**src/rtl/csr_arbiter.sv**
```systemverilog
// csr_arbiter: serves core and debug CSR requests one at a time as read-modify-write
// transactions. Debug has priority, with a starvation guard that forces a core grant.
module csr_arbiter #(
  parameter int unsigned DATA_W     = 32,
  parameter int unsigned STARVE_MAX = 4
) (
  input  logic              clock,
  input  logic              reset,

  input  logic              core_req_valid,
  output logic              core_req_ready,
  input  logic [1:0]        core_req_op,
  input  logic [11:0]       core_req_addr,
  input  logic [DATA_W-1:0] core_req_wdata,
  output logic              core_rsp_valid,
  input  logic              core_rsp_ready,
  output logic [DATA_W-1:0] core_rsp_rdata,

  input  logic              dbg_req_valid,
  output logic              dbg_req_ready,
  input  logic [1:0]        dbg_req_op,
  input  logic [11:0]       dbg_req_addr,
  input  logic [DATA_W-1:0] dbg_req_wdata,
  output logic              dbg_rsp_valid,
  input  logic              dbg_rsp_ready,
  output logic [DATA_W-1:0] dbg_rsp_rdata,

  output logic [11:0]       csr_addr,
  output logic              csr_wen,
  output logic [DATA_W-1:0] csr_wdata,
  input  logic [DATA_W-1:0] csr_rdata
);

  localparam int unsigned ADDR_W = 12;
  localparam int unsigned OP_W   = 2;
  localparam int unsigned CNT_W  = $clog2(STARVE_MAX + 1);

  localparam logic [OP_W-1:0] OP_READ = 2'b00;
  localparam logic [OP_W-1:0] OP_RW   = 2'b01;
  localparam logic [OP_W-1:0] OP_RS   = 2'b10;
  localparam logic [OP_W-1:0] OP_RC   = 2'b11;

  typedef enum logic [1:0] {
    S_IDLE  = 2'b00,
    S_READ  = 2'b01,
    S_WRITE = 2'b10,
    S_RESP  = 2'b11
  } state_t;

  state_t              state_q;
  state_t              state_d;

  logic [OP_W-1:0]     op_q;
  logic [ADDR_W-1:0]   addr_q;
  logic [DATA_W-1:0]   wdata_q;
  logic                owner_dbg_q;
  logic [DATA_W-1:0]   old_q;
  logic [DATA_W-1:0]   new_q;
  logic [CNT_W-1:0]    starve_cnt_q;

  logic                grant_core;
  logic                grant_dbg;
  logic                force_core;
  logic                need_write;
  logic [DATA_W-1:0]   mod_data;

  // Core has waited through STARVE_MAX debug grants: it must win this time.
  assign force_core = core_req_valid && (starve_cnt_q == CNT_W'(STARVE_MAX));

  // RS/RC with a zero operand leave the CSR untouched, so they skip the write cycle.
  assign need_write = (op_q == OP_RW) ||
                      (((op_q == OP_RS) || (op_q == OP_RC)) && (wdata_q != '0));

  // Modified value computed from the live CSR read data during READ.
  always_comb begin
    mod_data = csr_rdata;
    case (op_q)
      OP_RW:   mod_data = wdata_q;
      OP_RS:   mod_data = csr_rdata | wdata_q;
      OP_RC:   mod_data = csr_rdata & ~wdata_q;
      default: mod_data = csr_rdata;
    endcase
  end

  // State register.
  always_ff @(posedge clock or posedge reset) begin
    if (reset) begin
      state_q <= S_IDLE;
    end else begin
      state_q <= state_d;
    end
  end

  // Next-state, arbitration and output decode.
  always_comb begin
    state_d        = state_q;
    grant_core     = 1'b0;
    grant_dbg      = 1'b0;
    core_req_ready = 1'b0;
    dbg_req_ready  = 1'b0;
    core_rsp_valid = 1'b0;
    dbg_rsp_valid  = 1'b0;
    core_rsp_rdata = '0;
    dbg_rsp_rdata  = '0;
    csr_addr       = '0;
    csr_wen        = 1'b0;
    csr_wdata      = '0;
    case (state_q)
      S_IDLE: begin
        if (!reset) begin
          if (dbg_req_valid && !force_core) begin
            grant_dbg = 1'b1;
          end else if (core_req_valid) begin
            grant_core = 1'b1;
          end
        end
        core_req_ready = grant_core;
        dbg_req_ready  = grant_dbg;
        if (grant_core || grant_dbg) begin
          state_d = S_READ;
        end
      end
      S_READ: begin
        csr_addr = addr_q;
        state_d  = need_write ? S_WRITE : S_RESP;
      end
      S_WRITE: begin
        csr_addr  = addr_q;
        csr_wen   = 1'b1;
        csr_wdata = new_q;
        state_d   = S_RESP;
      end
      S_RESP: begin
        csr_addr = addr_q;
        if (owner_dbg_q) begin
          dbg_rsp_valid = 1'b1;
          dbg_rsp_rdata = old_q;
          if (dbg_rsp_ready) begin
            state_d = S_IDLE;
          end
        end else begin
          core_rsp_valid = 1'b1;
          core_rsp_rdata = old_q;
          if (core_rsp_ready) begin
            state_d = S_IDLE;
          end
        end
      end
      default: begin
        state_d = S_IDLE;
      end
    endcase
  end

  // Transaction latch on grant; old/new values captured in READ.
  always_ff @(posedge clock or posedge reset) begin
    if (reset) begin
      op_q        <= OP_READ;
      addr_q      <= '0;
      wdata_q     <= '0;
      owner_dbg_q <= 1'b0;
      old_q       <= '0;
      new_q       <= '0;
    end else begin
      if (grant_dbg) begin
        op_q        <= dbg_req_op;
        addr_q      <= dbg_req_addr;
        wdata_q     <= dbg_req_wdata;
        owner_dbg_q <= 1'b1;
      end else if (grant_core) begin
        op_q        <= core_req_op;
        addr_q      <= core_req_addr;
        wdata_q     <= core_req_wdata;
        owner_dbg_q <= 1'b0;
      end
      if (state_q == S_READ) begin
        old_q <= csr_rdata;
        new_q <= mod_data;
      end
    end
  end

  // Counts debug grants that passed over a waiting core; any core grant clears it.
  always_ff @(posedge clock or posedge reset) begin
    if (reset) begin
      starve_cnt_q <= '0;
    end else if (grant_core) begin
      starve_cnt_q <= '0;
    end else if (grant_dbg && core_req_valid && (starve_cnt_q != CNT_W'(STARVE_MAX))) begin
      starve_cnt_q <= starve_cnt_q + CNT_W'(1);
    end
  end

endmodule

```
**config.mk**
```make
export PLATFORM = sky130hd
export DESIGN_NAME = csr_arbiter
export DESIGN_NICKNAME = d
export VERILOG_FILES = /design/src/rtl/csr_arbiter.sv
export SDC_FILE = /design/constraint.sdc
export NUM_CORES = 1
export LEC_CHECK = 0
export CORE_MARGIN = 5
export CORE_UTILIZATION = 45
export DETAILED_ROUTE_END_ITERATION = 6
export PLACE_DENSITY = 0.92
export SLEW_MARGIN = 20
export SYNTH_ARGS = -nofsm -noshare
export SYNTH_HDL_FRONTEND = slang
export SYNTH_SLANG_ARGS = --single-unit
```
**constraint.sdc**
```tcl
create_clock -name clock -period 5.55 [get_ports clock]
set_input_delay 1.665 -clock clock [delete_from_list [all_inputs] [get_ports clock]]
set_output_delay 1.665 -clock clock [all_outputs]
set_load 0.1 [all_outputs]
```
# Word-level counts from Yosys, hierarchy flattened
# Cells that the tools add are included.
# Widths: inputs -> output; s select.
# totals
regBits	116
output_inout_bits	113
wordCells	75
# classes
n_addsub	1
n_eq_ne	11
muxes	37
n_bitwise	3
reduce_logical	15
# ops
op	count
$mux 32	7
$pmux 32 s3	1
$mux 12	3
$and 32x32->32	1
$not 32->32	1
$or 32x32->32	1
$reduce_bool 32->1	1
$mux 1	17
$mux 2	6
$ne 3x3->1 const B	3
$eq 2x2->1 const B	4
$pmux 2 s4	1
$mux 3	2
$logic_and 1x1->1	5
$eq 2x1->1 const B	2
$reduce_bool 2->1	2
$add 3x1->3 const B	1
$eq 3x3->1 const B	1
$logic_or 1x1->1	3
$reduce_and 3->1	1
$reduce_or 3->1	1
$logic_not 2->1	1
$ne 2x2->1 const B	1
$logic_not 1->1	1

# Logic depth before layout (Yosys ltp)
# Gate-level depths: netlist (run 1).
# logic_depth
word_depth	12
mapped_depth	8
depth_no_buf	7

# Least setup slack after synthesis (run 1)
# No wires, ideal clock.
# synth_path
path_kind	input -> register
from	input reset
to	register wdata_q[31]
t_arrival_ps	4878
required_ps	5478
path_slack_ps	600
cell_stages	5
n_path_buf	1
cell_sequence	inv_1 -> o211a_1 -> clkbuf_1 -> nor2_1 -> nor2_1
# synth_via
elab_chain_len	4
word_cells_on_any_way	8
cone_classes	7 x mux; 1 x reduce/logical
# synth_rtl
item	line	rtl
start: declaration	8	input logic reset,
$mux 1	110	if (!reset) begin
$mux 1 (2 in a row)	108	case (state_q)
$mux 32 or $reduce_bool 2->1 (tied branches)	--	
end signal: assignment	168	wdata_q <= dbg_req_wdata;
end signal: assignment	173	wdata_q <= core_req_wdata;
end: declaration	55	logic [DATA_W-1:0] wdata_q;
# Parallel ways exist; a longest one is shown, timed or not. The select of a mux whose other input is x is not followed.
# A chain may end at the register's enable or synchronous reset.

# Worst setup path after layout (run 1)
# layout_path
from	register state_q[0]
to	output dbg_rsp_rdata[30]
# layout_via
elab_chain_len	2
# layout_rtl
item	line	rtl
start: declaration	50	state_t state_q;
start signal: assignment	90	state_q <= state_d;
$eq 2x2->1	108	
$mux 32	108	
end: declaration	26	output logic [DATA_W-1:0] dbg_rsp_rdata,
# Every way passes these cells.

==> run_results.csv, run 1 <==
group,metric,value,unit
cells_and_area,nFillCells,1140,
cells_and_area,seq_area,0.002904,sq mm
timing,hold_viol,0,
synthesis,synth_async_sr_flop_share,1.000,
worst_setup_path,cp_data_arrival_time,3.03,ns
timing,fin_setup_tns,0,ns
hold_path,hp-class,"reg -> reg",
clock_network,clockRootBuffer,"clkbuf_16",
clock_network,cts-resized-gates,0,
clock_network,htree_levels,4,
place,port_buffers,242,
routing,drc,0,
cells_and_area,area_growth,44.45,%
synthesis,synth_most_common_cell,"dfrtp_1",
synthesis,syn_area,0.006404,sq mm
synthesis,ys_top_cells_by_area,"dfrtp_1, mux2_2, and2_1",
worst_setup_path,r2r_cells,4,
floorplanning,start_util,0.4595,
synthesis,synth.largest_area_cell,"dfrtp_1",
routing,postRouteAntennaNets,0,
flow_run,drv_cap,0,
synthesis,syn_area_per_cell,9.747,sq um
floorplanning,rows,43,
timing,period_share,0.8463,
worst_setup_path,cp.required,3.88,ns
timing,skew,0.006460,ns
routing,drt-vias-per-instance,5.390,
timing,max-slew-margin-rel,0.2676,
timing,max_freq,212.9,MHz
worst_setup_path,r2r_end,"new_q[30]",
routing,wl,19950,microns
timing,worstMarginPinSlew,1.099,ns
worst_setup_path,start_kind,"register",
cells_and_area,multiInputGateArea,0.003199,sq mm
place,place.gp.congestion,0.7942,
global_routing,grt_max_degree,74,
synthesis,syn-num-nets,794,
worst_setup_path,crit_end,"dbg_rsp_rdata[30]",
synthesis,ys_top_cells_by_count,"dfrtp_1, nor2_1, and2_1",
clock_network,cts_buffer_depth,2,
global_routing,grt_pass1_vias,5974,
timing,rsz0062_at_grt,"no",
floorplanning,io_pins,243,
clock_network,post_cts_buffers,0,
cells_and_area,diodes,0,
worst_setup_path,regToRegStartpoint,"op_q[1]",
clock_network,path_clk_slew,0.05,ns
floorplanning,die_w,129.3,microns
clock_network,cts_buffers,17,
worst_setup_path,rrSetupSlack,2.95,ns
worst_setup_path,criticalPathCategory,"reg -> out",
synthesis,synthFlopType,"dfrtp_1",
floorplanning,fp.coreArea,0.01393,sq mm
synthesis,yosysWarningCount,0,
global_routing,antenna_found_initial,1,
floorplanning,fp.dieH,129.3,microns
timing,drv_slew,0,
clock_network,clk_latency,0.41,ns
synthesis,ys_seq_area_frac,0.4533,
clock_network,cts_tree,"done",
timing,layout_min_cycle_time,4.697,ns
synthesis,synth-seq-cells,116,
global_routing,grt_usage,0.2400,
floorplanning,die_area,0.01672,sq mm
place,dp_hpwl,14260,microns
synthesis,synth_edf_count,0,
timing,setup_violations,0,
routing,dr.pass1.iters,4,
routing,vias,5762,
clock_network,ctsHoldBuffers,0,
global_routing,grt_pass1_wl,30860,microns
worst_setup_path,crit_start,"state_q[0]",
routing,drt-initial-drc-count,306,
routing,wl_per_cell,18.66,microns
cells_and_area,layout-drive-gt1-share,0.2542,
synthesis,yosysUniqueCellTypes,35,
status,status,"finished, final reports clean",
clock_network,clock_sinks,116,
worst_setup_path,critPathCaptureType,"output pin",
synthesis,synth_top_area_share,0.4533,
global_routing,gr-total-overflow,0,
worst_setup_path,path_max_fanout,23,
cells_and_area,nNetsFinal,1013,
synthesis,syn_inst,657,
metal layers:
metal	global-route usage	up-vias	share of wire
li1	-	2690	-
met2	0.4253	223	0.50
met1	0.2741	2815	0.39
met4	0.08277	2	0.018
met3	0.07502	32	0.085
met5	0	-	0.00065
layout by cell type (no fill, tap or decap), types with 12 or more instances in the layout:
cell / synthesis / routed
nor2_1: 72 / 72
a21oi_2: 30 / 30
clkbuf_16: 0 / 17
and2_1: 65 / 65
clkdlybuf4s50_1: 0 / 156
nand2_1: 60 / 59
a31oi_1: 26 / 26
buf_4: 0 / 92
a21oi_1: 34 / 34
dfrtp_1: 116 / 115
xnor2_1: 33 / 33
mux2_2: 64 / 64
nor2b_1: 13 / 12
o22ai_1: 20 / 20
and3_1: 32 / 32
flip-flops by register name, summed over array words and instances, names as in the netlist:
signal,count
new_q,32
addr_q,12
wdata_q,32
state_q,2
owner_dbg_q,1
old_q,32
op_q,2
starve_cnt_q,3
cell type report:
class                           count  area share
Tap cell                          180     0.02435
Multi-Input combinational cell    482      0.3459
Clock buffer                       21     0.04978
Sequential cell                   116      0.3139
Timing Repair Buffer              250      0.2478
Inverter                            9    0.003923
Clock inverter                     11     0.01434
through the flow:
step / cell area (sq um) / cells / setup WS, ns / utilization / hold slack, ns
after floorplan: 6404 / 657 / 0.6002 / - / 0.4583
after global placement: 8650 / 1037 / 1.066 / 0.6207 / 0.4707
after detailed placement: 8650 / 1037 / 1.037 / 0.6207 / 0.4815
after CTS: 9243 / 1069 / 0.8141 / 0.6633 / 0.4940
after global routing: 9250 / 1069 / 0.6515 / 0.6638 / 0.5068
final: 9250 / 1069 / 0.8529 / 0.6638 / 0.4906
kinds of logic after synthesis:
family	Yosys count	synth area share
xor+xnor	34	0.04650
flops	116	0.4533
simple gates	259	0.2018
fa+ha+maj	7	0.01368
mux	65	0.1141
buf+inv	59	0.04963
compound gates	117	0.1209
worst max-delay path: stages (launching register included):
cell and delay (ns):
dfrtp_1 0.39, ha_1 0.66, buf_4 0.28, and3_1 0.16, clkdlybuf4s50_1 1.13
how the worst min path moves through the flow:
| stage | cells after the start | from | endpoint | slack [ns] |
|---|---|---|---|---|
| floorplan | 2 | addr_q[10] | addr_q[10] | 0.46 |
| global placement | 2 | addr_q[10] | addr_q[10] | 0.47 |
| detailed placement | 2 | addr_q[8] | addr_q[8] | 0.48 |
| CTS | 2 | addr_q[8] | addr_q[8] | 0.49 |
| global route | 2 | addr_q[8] | addr_q[8] | 0.51 |
| finish | 2 | addr_q[4] | addr_q[4] | 0.49 |
Power of run 1 is left out: the tool's default activity adds up to more than one toggle a clock period on the data nets, which glitch-free logic cannot reach.
==> run 2: changes to the inputs <==
==> constraint.sdc (replaced) <==
create_clock -name clock -period 4.4 [get_ports clock]
set_input_delay 1.32 -clock clock [delete_from_list [all_inputs] [get_ports clock]]
set_output_delay 1.32 -clock clock [all_outputs]
set_load 0.1 [all_outputs]
==> run_results.csv, run 2 (synthesized netlist as in run 1, its figures left out) <==
group,metric,value,unit
cells_and_area,multiInputGateArea,0.003192,sq mm
timing,skew,0.01132,ns
clock_network,cts_buffers,17,
worst_setup_path,path_max_fanout,4,
floorplanning,fp.coreArea,0.01393,sq mm
clock_network,path_clk_slew,0.05,ns
clock_network,clock_sinks,116,
cells_and_area,seq_area,0.002904,sq mm
timing,rsz0062_at_grt,"no",
routing,drc,0,
floorplanning,fp.dieH,129.3,microns
cells_and_area,layout-drive-gt1-share,0.2875,
routing,drt-initial-drc-count,298,
routing,wl_per_cell,19.27,microns
routing,dr.pass1.iters,4,
cells_and_area,nFillCells,1006,
hold_path,hold_start,"new_q[6]",
timing,max_freq,262.2,MHz
worst_setup_path,cp_data_arrival_time,2.49,ns
clock_network,post_cts_buffers,0,
timing,drv_slew,0,
clock_network,clockRootBuffer,"clkbuf_16",
timing,max-slew-margin-rel,0.2591,
worst_setup_path,critPathCaptureType,"output pin",
clock_network,clk_latency,0.42,ns
place,port_buffers,242,
cells_and_area,layout_common_cells,"clkdlybuf4s50_1, dfrtp_1, buf_4, nor2_1, and2_1",
timing,fin_setup_tns,0,ns
clock_network,ctsHoldBuffers,0,
worst_setup_path,crit_start,"reset",
cells_and_area,diodes,0,
worst_setup_path,criticalPathCategory,"in -> out",
clock_network,cts_buffer_depth,2,
timing,period_share,0.8667,
timing,hold_viol,0,
worst_setup_path,regToRegStartpoint,"owner_dbg_q",
floorplanning,die_w,129.3,microns
global_routing,grt_pass1_wl,31560,microns
global_routing,antenna_found_initial,1,
routing,postRouteAntennaNets,0,
floorplanning,die_area,0.01672,sq mm
global_routing,grt_max_degree,74,
clock_network,cts-resized-gates,0,
worst_setup_path,start_kind,"input port",
cells_and_area,final_common_cell,"clkdlybuf4s50_1",
hold_path,hp-class,"reg -> reg",
routing,vias,5777,
status,status,"finished, final reports clean",
floorplanning,rows,43,
flow_run,drv_cap,0,
timing,setup_violations,0,
cells_and_area,area_growth,51.04,%
worst_setup_path,cp.required,3.08,ns
global_routing,grt_pass1_vias,5960,
global_routing,grt_usage,0.2474,
cells_and_area,reg_top3,"new_q x32, old_q x32, wdata_q x32",
place,dp_hpwl,14850,microns
routing,wl,20700,microns
clock_network,htree_levels,4,
routing,drt-vias-per-instance,5.379,
cells_and_area,nNetsFinal,1018,
timing,worstMarginPinSlew,1.111,ns
clock_network,cts_tree,"done",
place,place.gp.congestion,0.8129,
timing,layout_min_cycle_time,3.813,ns
floorplanning,start_util,0.4595,
global_routing,gr-total-overflow,0,
floorplanning,io_pins,243,
[run 2: cell types whose count changed in the layout (fill, tap and decap cells not counted), moves of 2 or more]
cell / before / now
buf_12: 2 / 35
clkdlybuf4s50_1: 156 / 129
clkinv_2: 7 / 3
clkbuf_8: 2 / 4
clkinvlp_4: 1 / 3
[run 2: worst max-delay path, cell delays in order]
cell             delay [ns]
clkdlybuf4s50_1        0.48
nand3b_1               0.20
a21o_2                 0.20
inv_1                  0.10
buf_12                 0.18
[run 2: area by class of cell]
cell class	count	area share
Clock buffer	23	0.05045
Clock inverter	9	0.01552
Inverter	9	0.003881
Multi-Input combinational cell	482	0.3300
Sequential cell	116	0.3003
Tap cell	180	0.02329
Timing Repair Buffer	255	0.2766
[run 2: routing by layer]
layer / track usage / routed length [microns] / vias up
met1: 0.2971 / 8206 / 2822
met4: 0.08215 / 377 / 2
met5: 0 / 13 / -
li1: - / - / 2700
met2: 0.4293 / 10450 / 221
met3: 0.06884 / 1647 / 32
[run 2: worst paths after layout]
path / endpoint / slack, ns / cells after the start
min reg2reg: new_q[6] / 0.50 / 1
max reg2reg: state_q[0] / 2.06 / 6
max in group asynchronous: new_q[14] / 2.14 / 3
min: new_q[6] / 0.50 / 1
min in group asynchronous: addr_q[10] / 1.28 / 2
max: core_req_ready / 0.59 / 5
[run 2: metrics by stage]
step	area, sq um	hold WS, ns	cells	setup WS (ns)	util
after CTS	9672	0.4997	1074	0.5788	0.6941
after detailed placement	9034	0.4881	1042	0.5788	0.6483
final	9672	0.4956	1074	0.5867	0.6941
after global placement	9034	0.4684	1042	0.6031	0.6483
after global routing	9672	0.5140	1074	0.5077	0.6941
after floorplan	6407	0.4583	657	0.3208	-
Power of run 2 is left out for the same reason.
==> run 3: changes to the inputs <==
--- a/config.mk
+++ b/config.mk
@@ -7,8 +7,10 @@
 export LEC_CHECK = 0
 export CORE_MARGIN = 5
 export CORE_UTILIZATION = 45
+export CTS_CLUSTER_SIZE = 16
 export DETAILED_ROUTE_END_ITERATION = 6
 export PLACE_DENSITY = 0.92
+export SETUP_SLACK_MARGIN = 0.3
 export SLEW_MARGIN = 20
 export SYNTH_ARGS = -nofsm -noshare
 export SYNTH_HDL_FRONTEND = slang
==> results of run 3 <==
No change in the layout: final DEF, timing and power equal those of run 2.
Power of run 3 is left out for the same reason.
